## src/rtl/axis_sample_unpacker_if.sv

```systemverilog
// axis_sample_unpacker_if: AXI-Stream data/valid/ready bundle
interface axis_sample_unpacker_if #(parameter int W = 32);
  logic [W-1:0] tdata;
  logic         tvalid;
  logic         tready;
  modport master(output tdata, tvalid, input tready);
  modport slave(input tdata, tvalid, output tready);
endinterface

```

## src/rtl/axis_sample_unpacker.sv

```systemverilog
// axis_sample_unpacker: sign-extension check, saturation and skid-buffered AXIS output
module axis_sample_unpacker #(
  parameter int IN_W     = 32,
  parameter int SAMPLE_W = 20,
  parameter int OUT_W    = 24,
  parameter int CNT_W    = 16
) (
  input  logic                 aclk,
  input  logic                 areset,
  axis_sample_unpacker_if.slave  s_axis,
  axis_sample_unpacker_if.master m_axis,
  output logic [CNT_W-1:0]     ovf_count,
  output logic                 ovf_sticky,
  output logic [CNT_W-1:0]     underrun_count,
  output logic [CNT_W-1:0]     sample_count
);
  logic [IN_W-SAMPLE_W:0] hi;
  logic                   legal;
  logic [SAMPLE_W-1:0]    sample;
  logic [OUT_W-1:0]       unp, main_data, skid_data;
  logic                   main_valid, skid_valid, rdy, armed;
  logic                   in_xfer, out_xfer, skid_load, skid_next;
  assign hi        = s_axis.tdata[IN_W-1:SAMPLE_W-1];
  assign legal     = (hi == '0) || (hi == '1);
  assign sample    = legal ? s_axis.tdata[SAMPLE_W-1:0]
                   : s_axis.tdata[IN_W-1] ? {1'b1, {(SAMPLE_W-1){1'b0}}}
                   : {1'b0, {(SAMPLE_W-1){1'b1}}};
  assign unp       = {{(OUT_W-SAMPLE_W){sample[SAMPLE_W-1]}}, sample};
  assign in_xfer   = s_axis.tvalid && rdy;
  assign out_xfer  = main_valid && m_axis.tready;
  // skid only fills when main is occupied and cannot drain this cycle
  assign skid_load = in_xfer && main_valid && !m_axis.tready;
  assign skid_next = (skid_valid || skid_load) && !m_axis.tready;
  assign s_axis.tready = rdy;
  assign m_axis.tdata  = main_data;
  assign m_axis.tvalid = main_valid;
  always_ff @(posedge aclk) begin
    if (areset) begin
      main_data      <= '0;
      main_valid     <= 1'b0;
      skid_data      <= '0;
      skid_valid     <= 1'b0;
      rdy            <= 1'b0;
      armed          <= 1'b0;
      ovf_count      <= '0;
      ovf_sticky     <= 1'b0;
      underrun_count <= '0;
      sample_count   <= '0;
    end else begin
      if (!main_valid || m_axis.tready) begin
        main_valid <= skid_valid || in_xfer;
        main_data  <= skid_valid ? skid_data : in_xfer ? unp : main_data;
      end
      if (skid_load) skid_data <= unp;
      skid_valid <= skid_next;
      rdy        <= !skid_next;
      armed      <= armed || out_xfer;
      if (in_xfer && !legal) begin
        ovf_sticky <= 1'b1;
        if (ovf_count != '1) ovf_count <= ovf_count + CNT_W'(1);
      end
      if (armed && m_axis.tready && !main_valid && underrun_count != '1)
        underrun_count <= underrun_count + CNT_W'(1);
      sample_count <= sample_count + CNT_W'(out_xfer);
    end
  end
endmodule

```

## src/flat_wrapper.sv

```systemverilog
// flat-port wrapper written by rule: the top's interface ports become plain ports
module axis_sample_unpacker_flat 
#(
  parameter int IN_W     = 32,
  parameter int SAMPLE_W = 20,
  parameter int OUT_W    = 24,
  parameter int CNT_W    = 16
)
  (aclk, areset, ovf_count, ovf_sticky, underrun_count, sample_count, s_axis_tdata, s_axis_tvalid, s_axis_tready, m_axis_tdata, m_axis_tvalid, m_axis_tready);
  axis_sample_unpacker_if #(.W(32)) s_axis_i ();
  axis_sample_unpacker_if #(.W(24)) m_axis_i ();
  input  logic aclk;
  input  logic areset;
  output logic [CNT_W-1:0] ovf_count;
  output logic ovf_sticky;
  output logic [CNT_W-1:0] underrun_count;
  output logic [CNT_W-1:0] sample_count;
  input wire logic [$bits(s_axis_i.tdata)-1:0] s_axis_tdata;
  input wire logic [$bits(s_axis_i.tvalid)-1:0] s_axis_tvalid;
  output wire logic [$bits(s_axis_i.tready)-1:0] s_axis_tready;
  output wire logic [$bits(m_axis_i.tdata)-1:0] m_axis_tdata;
  output wire logic [$bits(m_axis_i.tvalid)-1:0] m_axis_tvalid;
  input wire logic [$bits(m_axis_i.tready)-1:0] m_axis_tready;
  assign s_axis_i.tdata = s_axis_tdata;
  assign s_axis_i.tvalid = s_axis_tvalid;
  assign s_axis_tready = s_axis_i.tready;
  assign m_axis_tdata = m_axis_i.tdata;
  assign m_axis_tvalid = m_axis_i.tvalid;
  assign m_axis_i.tready = m_axis_tready;
  axis_sample_unpacker #(.IN_W(IN_W), .SAMPLE_W(SAMPLE_W), .OUT_W(OUT_W), .CNT_W(CNT_W)) u_core (.aclk(aclk), .areset(areset), .s_axis(s_axis_i), .m_axis(m_axis_i), .ovf_count(ovf_count), .ovf_sticky(ovf_sticky), .underrun_count(underrun_count), .sample_count(sample_count));
endmodule
```

## config.mk

```make
export PLATFORM = sky130hd
export DESIGN_NAME = axis_sample_unpacker_flat
export DESIGN_NICKNAME = d
export VERILOG_FILES = /design/src/rtl/axis_sample_unpacker_if.sv /design/src/rtl/axis_sample_unpacker.sv /design/src/flat_wrapper.sv
export SDC_FILE = /design/constraint.sdc
export NUM_CORES = 1
export LEC_CHECK = 0
export CAP_MARGIN = 20
export CORE_UTILIZATION = 34
export DETAILED_ROUTE_END_ITERATION = 6
export SYNTH_ARGS = -nofsm -noshare
export SYNTH_HDL_FRONTEND = slang
export SYNTH_SLANG_ARGS = --single-unit
```

## constraint.sdc

```tcl
create_clock -name aclk -period 5.6 [get_ports aclk]
set_input_delay 1.12 -clock aclk [delete_from_list [all_inputs] [get_ports aclk]]
set_output_delay 1.12 -clock aclk [all_outputs]
set_load 0.005 [all_outputs]
```

==> results of run 1 <==
[registers in the layout, summed over array words and instances (netlist names)]
name	count
u_core.m_axis.tvalid	1
u_core.ovf_count	16
u_core.armed	1
u_core.sample_count	16
u_core.m_axis.tdata	20
u_core.s_axis.tready	1
u_core.ovf_sticky	1
u_core.skid_valid	1
u_core.skid_data	20
u_core.underrun_count	16
[metrics by stage]
stage,instances,total power (uW),setup slack (ps),cell area (um^2),hold WS [ps]
after CTS,751,1441,2550,5719,448.6
after global placement,735,821.8,2250,5425,453.0
after global routing,751,1483,2319,5719,494.4
final,751,1422,2544,5719,445.7
after floorplan,481,754.2,3028,4222,442.1
after detailed placement,735,823.0,2170,5425,438.9
[placed cells by master (no fill, tap or decap), types with 5 or more instances in the layout]
master,count
clkdlybuf4s50_1,109
dfxtp_1,93
nor2_1,82
nand2_1,37
a211oi_1,22
a21oi_1,20
nor3b_1,19
nand3_1,16
nand4_1,13
or3_1,13
xor2_1,12
xnor2_1,12
o21ai_0,12
nor3_1,10
a2111oi_0,10
a2111oi_2,10
and3_1,9
clkbuf_16,9
nor2b_1,6
and4_1,6
inv_1,6
or4_1,6
o31ai_1,5
buf_4,5
[power groups by stage]
stage	combinational (uW)	sequential (uW)	clock [uW]
6_report	117	691	614
5_1_grt	127	692	663
4_1_cts	119	691	632
3_5_place_dp	118	705	0
3_3_place_gp	117	705	0
2_1_floorplan	51.0	703	0
[routing by layer]
metal,vias to the layer above,track usage
li1,1936,-
met1,1838,0.2261
met2,100,0.2716
met3,10,0.04304
met4,0,0.08246
met5,-,0
[kinds of logic (layout without fill, tap and decap cells)]
family	Yosys count	count (layout)	synth area share
AO/OA/AOI/OAI	85	85	0.1538
adder cells (fa/ha/maj)	4	4	0.01186
XOR/XNOR	24	24	0.04979
buffers and inverters	34	136	0.03794
AND/OR/NAND/NOR	236	236	0.2931
multiplexers	5	5	0.01245
flip-flops	93	93	0.4410
[worst paths after layout]
kind	start	slack, ps	to	depth (start not counted)
setup / recovery	m_axis_tready	2540	u_core.m_axis.tdata[3]$_SDFFE_PP0P_	5
hold / removal	u_core.ovf_sticky$_SDFFE_PP0P_	450	u_core.ovf_sticky$_SDFFE_PP0P_	2
setup reg to reg	u_core.m_axis.tvalid$_SDFFE_PP0N_	3400	u_core.m_axis.tdata[3]$_SDFFE_PP0P_	4
hold reg to reg	u_core.ovf_sticky$_SDFFE_PP0P_	450	u_core.ovf_sticky$_SDFFE_PP0P_	2
[critical path, cell delays in order]
cell and delay (ps):
clkdlybuf4s50_1 510, nor2b_2 870, nor4_4 60, buf_4 270
a2111oi_0 440
[area by class of cell]
class,instances,area (um^2)
clock buffers,12,246.5
clock inverters,4,47.55
fillers,1193,6342
inverters,6,22.52
multi-input cells,354,2202
flip-flops and latches,93,1862
well taps,168,210.2
repair buffers,114,1129
==> results.toml, run 1 <==
[timing]
final_critical_period_ps = 3056
timing.slew.headroom = 0.2844
rsz0062_at_grt = "no"
timing.clock.skew_ps = 5.097
post-route-period-util = 0.5457
slew_at_the_pin_with_the_worst_max_slew_slack_ps = 1069
hold_violations = 0
setup_violations = 0
drv_slew = 0
setup_total_negative_slack_ps = 0
max_clock_freq_mhz = 327.2

[floorplanning]
core_region_area_um2 = 12060
start_util = 0.3500
die_width_um = 113.4
core.rowCount = 40
die_height_um = 113.4
die-area_um2 = 12870
num_io_pins = 111

[drt]
maxUsedRoutingLayer = "met4"
drt_iter0_drc = 247
met3_length_um = 587
met2_length_um = 4928
antenna_violating_nets_post_route = 0
vias = 3884
final_routed_wirelength_um = 10970
wire_per_inst_um = 14.60
drc = 0
detail_route.wirelength.met1_um = 5283
viasPerCell = 5.172
firstDrtPassIters = 4

[worst_setup_path]
cp_data_required_time_ps = 5820
end_kind = "flop"
crit_path_max_fanout = 21
worstPathArrival_ps = 3270
timing_worst_setup_path_type = "in -> reg"
timing.critical_path.from_type = "primary input"

[pwr]
sequentialPowerShare = 0.486
switching_share = 0.2252
ir_worst_vdd_mv = 0.1282
power_density_nw_per_um2 = 248.6
total_leakage_power_uw = 0.001815
total_switching_power_uw = 320.2
power_share_of_the_clock_group = 0.432
internal-power_uw = 1102
power_frac_comb = 0.083

[clock_network]
cts.reportedPaths.clkPinSlew_ps = 60
clock_sinks = 93
clk_path_buf_depth = 2
clockRootBuffer = "clkbuf_16"
post_cts_sizing = 0
cts_buffer_count = 9
postCtsSetupBuffers = 0
h-tree-depth = 3
cts_hold_buffers = 0
cts_tree = "built"
clock_latency_ps = 350

[synthesis]
netlist_top_cells_area = "dfxtp_1 44%, nor2_1 7.3%, a211oi_1 3.9%"
netlist_top_cells_count = "93 x dfxtp_1, 82 x nor2_1, 37 x nand2_1"
count_of_flip_flops_with_a_built_in_enable_after_synthesis = 0
async_reset_ff_frac = 0
post_synth_inst_count = 481
synth-seq-cells = 93
synthesis.area_per_instance_um2 = 8.777
synthMostInstantiatedCell = "dfxtp_1"
ys.warnings.count = 0
yosysTopAreaCell = "dfxtp_1"
syn_area_um2 = 4222
synth_ff_type = "dfxtp_1"
post-synth-top-area-fraction = 0.4410
post_synth_num_cell_types = 45
syn-num-nets = 521
synth-seq-area-share = 0.4410

[global_route]
grt_util_all_layers = 0.1741
grt_pass1_wl_um = 17660
grt_start_max_net_pins = 96
global_route.overflow_total = 0
first_global_vias = 3597
grt_antenna_before_repair = 0

[worst_hold_path]
worst_hold_path_type = "reg -> reg"

[outcome]
run_status = "finished, final reports clean"

[finish]
ant_cells = 0
nets = 618
final_layout_size_suffix_gt1_frac = 0.06518
area_growth_syn_to_layout_pct = 35.48
fin_util = 0.4742

[placed_design]
place.detailed.hpwl_um = 7178
gpl_wtd_cong = 0.8037
port_buffers = 110

[flow_run]
max-cap-violations = 0
No activity file was read; power rests on OpenSTA's default activity.
==> inputs of run 2 (changes only) <==
==> constraint.sdc (replaced) <==
create_clock -name aclk -period 2.8 [get_ports aclk]
set_input_delay 0.56 -clock aclk [delete_from_list [all_inputs] [get_ports aclk]]
set_output_delay 0.56 -clock aclk [all_outputs]
set_load 0.005 [all_outputs]
==> results.toml, run 2 (synthesis results as in run 1) <==
[global_route]
global_route.overflow_total = 0
grt_antenna_before_repair = 0
grt_start_max_net_pins = 68
grt_pass1_wl_um = 17970
first_global_vias = 3670
grt_util_all_layers = 0.1744

[worst_setup_path]
cp_data_required_time_ps = 3060
reg2reg_to = "u_core.sample_count[12]$_SDFF_PP0_"
worstSetupEndpoint = "u_core.sample_count[12]$_SDFF_PP0_"
timing.reg2reg.worst_path_depth = 7
crit_path_max_fanout = 5
worstPathArrival_ps = 2530
worst-r2r-setup-slack_ps = 750
critical_path_source = "m_axis_tready"
end_kind = "flop"
timing_worst_setup_path_type = "in -> reg"
rr_startpoint = "u_core.m_axis.tvalid$_SDFFE_PP0N_"
timing.critical_path.from_type = "primary input"

[timing]
hold_violations = 0
rsz0062_at_grt = "no"
final_critical_period_ps = 2266
max_clock_freq_mhz = 441.3
setup_total_negative_slack_ps = 0
drv_slew = 0
setup_violations = 0
layout_setup_ws_ps = 533.8
timing.clock.skew_ps = 5.928
timing.slew.headroom = 0.5278
slew_at_the_pin_with_the_worst_max_slew_slack_ps = 708.3
post-route-period-util = 0.8094

[clock_network]
h-tree-depth = 3
cts.reportedPaths.clkPinSlew_ps = 60
clock_latency_ps = 340
clockRootBuffer = "clkbuf_16"
cts_buffer_count = 9
postCtsSetupBuffers = 0
cts_hold_buffers = 0
clk_path_buf_depth = 2
post_cts_sizing = 0
cts_tree = "built"
clock_sinks = 93

[pwr]
ir_worst_vdd_mv = 0.2768
power_density_nw_per_um2 = 481.9
total_leakage_power_uw = 0.001867

[placed_design]
place.detailed.hpwl_um = 7717
gpl_wtd_cong = 0.8031
post-place-cells = 745
dp_slack_ps = 197.9
port_buffers = 110

[finish]
ant_cells = 0
fin_util = 0.4809
layout_common_cells = "109 x clkdlybuf4s50_1, 93 x dfxtp_1, 82 x nor2_1"
nets = 628
layout.cells.most_common = "clkdlybuf4s50_1"
area_growth_syn_to_layout_pct = 37.40
final_layout_size_suffix_gt1_frac = 0.08432
instances_no_fill = 761

[drt]
met3_length_um = 612
vias = 3938
drt_iter0_drc = 251
met2_length_um = 5143
viasPerCell = 5.175
final_routed_wirelength_um = 11210
maxUsedRoutingLayer = "met4"
antenna_violating_nets_post_route = 0
detail_route.wirelength.met1_um = 5307
firstDrtPassIters = 6
wire_per_inst_um = 14.72
drc = 0

[flow_run]
max-cap-violations = 0

[worst_hold_path]
worst_hold_path_type = "reg -> reg"

[floorplanning]
num_io_pins = 111
core_region_area_um2 = 12060
die_height_um = 113.4
die-area_um2 = 12870
start_util = 0.3500
core.rowCount = 40
die_width_um = 113.4

[outcome]
run_status = "finished, final reports clean"
[run 2: changes by cell type in the layout (fill, tap and decap cells not counted)]
| cell | previous run | this run |
|---|---|---|
| clkbuf_1 | 2 | 0 |
| bufinv_16 | 1 | 0 |
| buf_4 | 5 | 14 |
| clkbuf_8 | 1 | 2 |
| clkinv_4 | 0 | 2 |
| buf_12 | 0 | 1 |
[run 2: worst max-delay path, stage by stage]
cell and delay [ps]:
clkdlybuf4s50_1 470, and2_1 150, ha_1 190, ha_1 180
and3_1 240, nand4_1 210, or3_1 360, a21oi_1 160
[run 2: layer usage]
| layer | vias to the layer above | global-route usage |
|---|---|---|
| met5 | - | 0 |
| met4 | 0 | 0.07018 |
| met3 | 10 | 0.04038 |
| met2 | 106 | 0.2843 |
| met1 | 1868 | 0.2231 |
| li1 | 1954 | - |
[run 2: area by class of cell]
class | instances | area [um^2]
tap | 168 | 210.2
sequential | 93 | 1862
fill | 1178 | 6261
clock inverter | 5 | 35.03
timing repair buffer | 124 | 1216
inverter | 6 | 22.52
clock buffer | 11 | 252.7
multi-input combinational | 354 | 2202
[run 2: worst min path at each step]
stage	endpoint	slack, ps	cells after the start	start
2_1_floorplan	u_core.ovf_sticky$_SDFFE_PP0P_	440	2	u_core.ovf_sticky$_SDFFE_PP0P_
3_3_place_gp	u_core.ovf_sticky$_SDFFE_PP0P_	440	2	u_core.ovf_sticky$_SDFFE_PP0P_
3_5_place_dp	u_core.ovf_sticky$_SDFFE_PP0P_	440	2	u_core.ovf_sticky$_SDFFE_PP0P_
4_1_cts	u_core.ovf_sticky$_SDFFE_PP0P_	450	2	u_core.ovf_sticky$_SDFFE_PP0P_
5_1_grt	u_core.ovf_sticky$_SDFFE_PP0P_	470	2	u_core.ovf_sticky$_SDFFE_PP0P_
6_report	u_core.ovf_sticky$_SDFFE_PP0P_	440	2	u_core.ovf_sticky$_SDFFE_PP0P_
[run 2: through the flow]
step / power (uW) / cell area [um^2] / hold slack, ps
finish: 2795 / 5801 / 444.9
global route: 2911 / 5801 / 474.0
CTS: 2830 / 5801 / 449.8
detailed placement: 1656 / 5513 / 439.5
global placement: 1652 / 5513 / 437.0
floorplan: 1508 / 4222 / 442.1
[run 2: report_power, final]
part	switching (uW)	total (uW)	internal (uW)
combinational	106	247	141
clock	519	1170	651
sequential	23.6	1380	1360
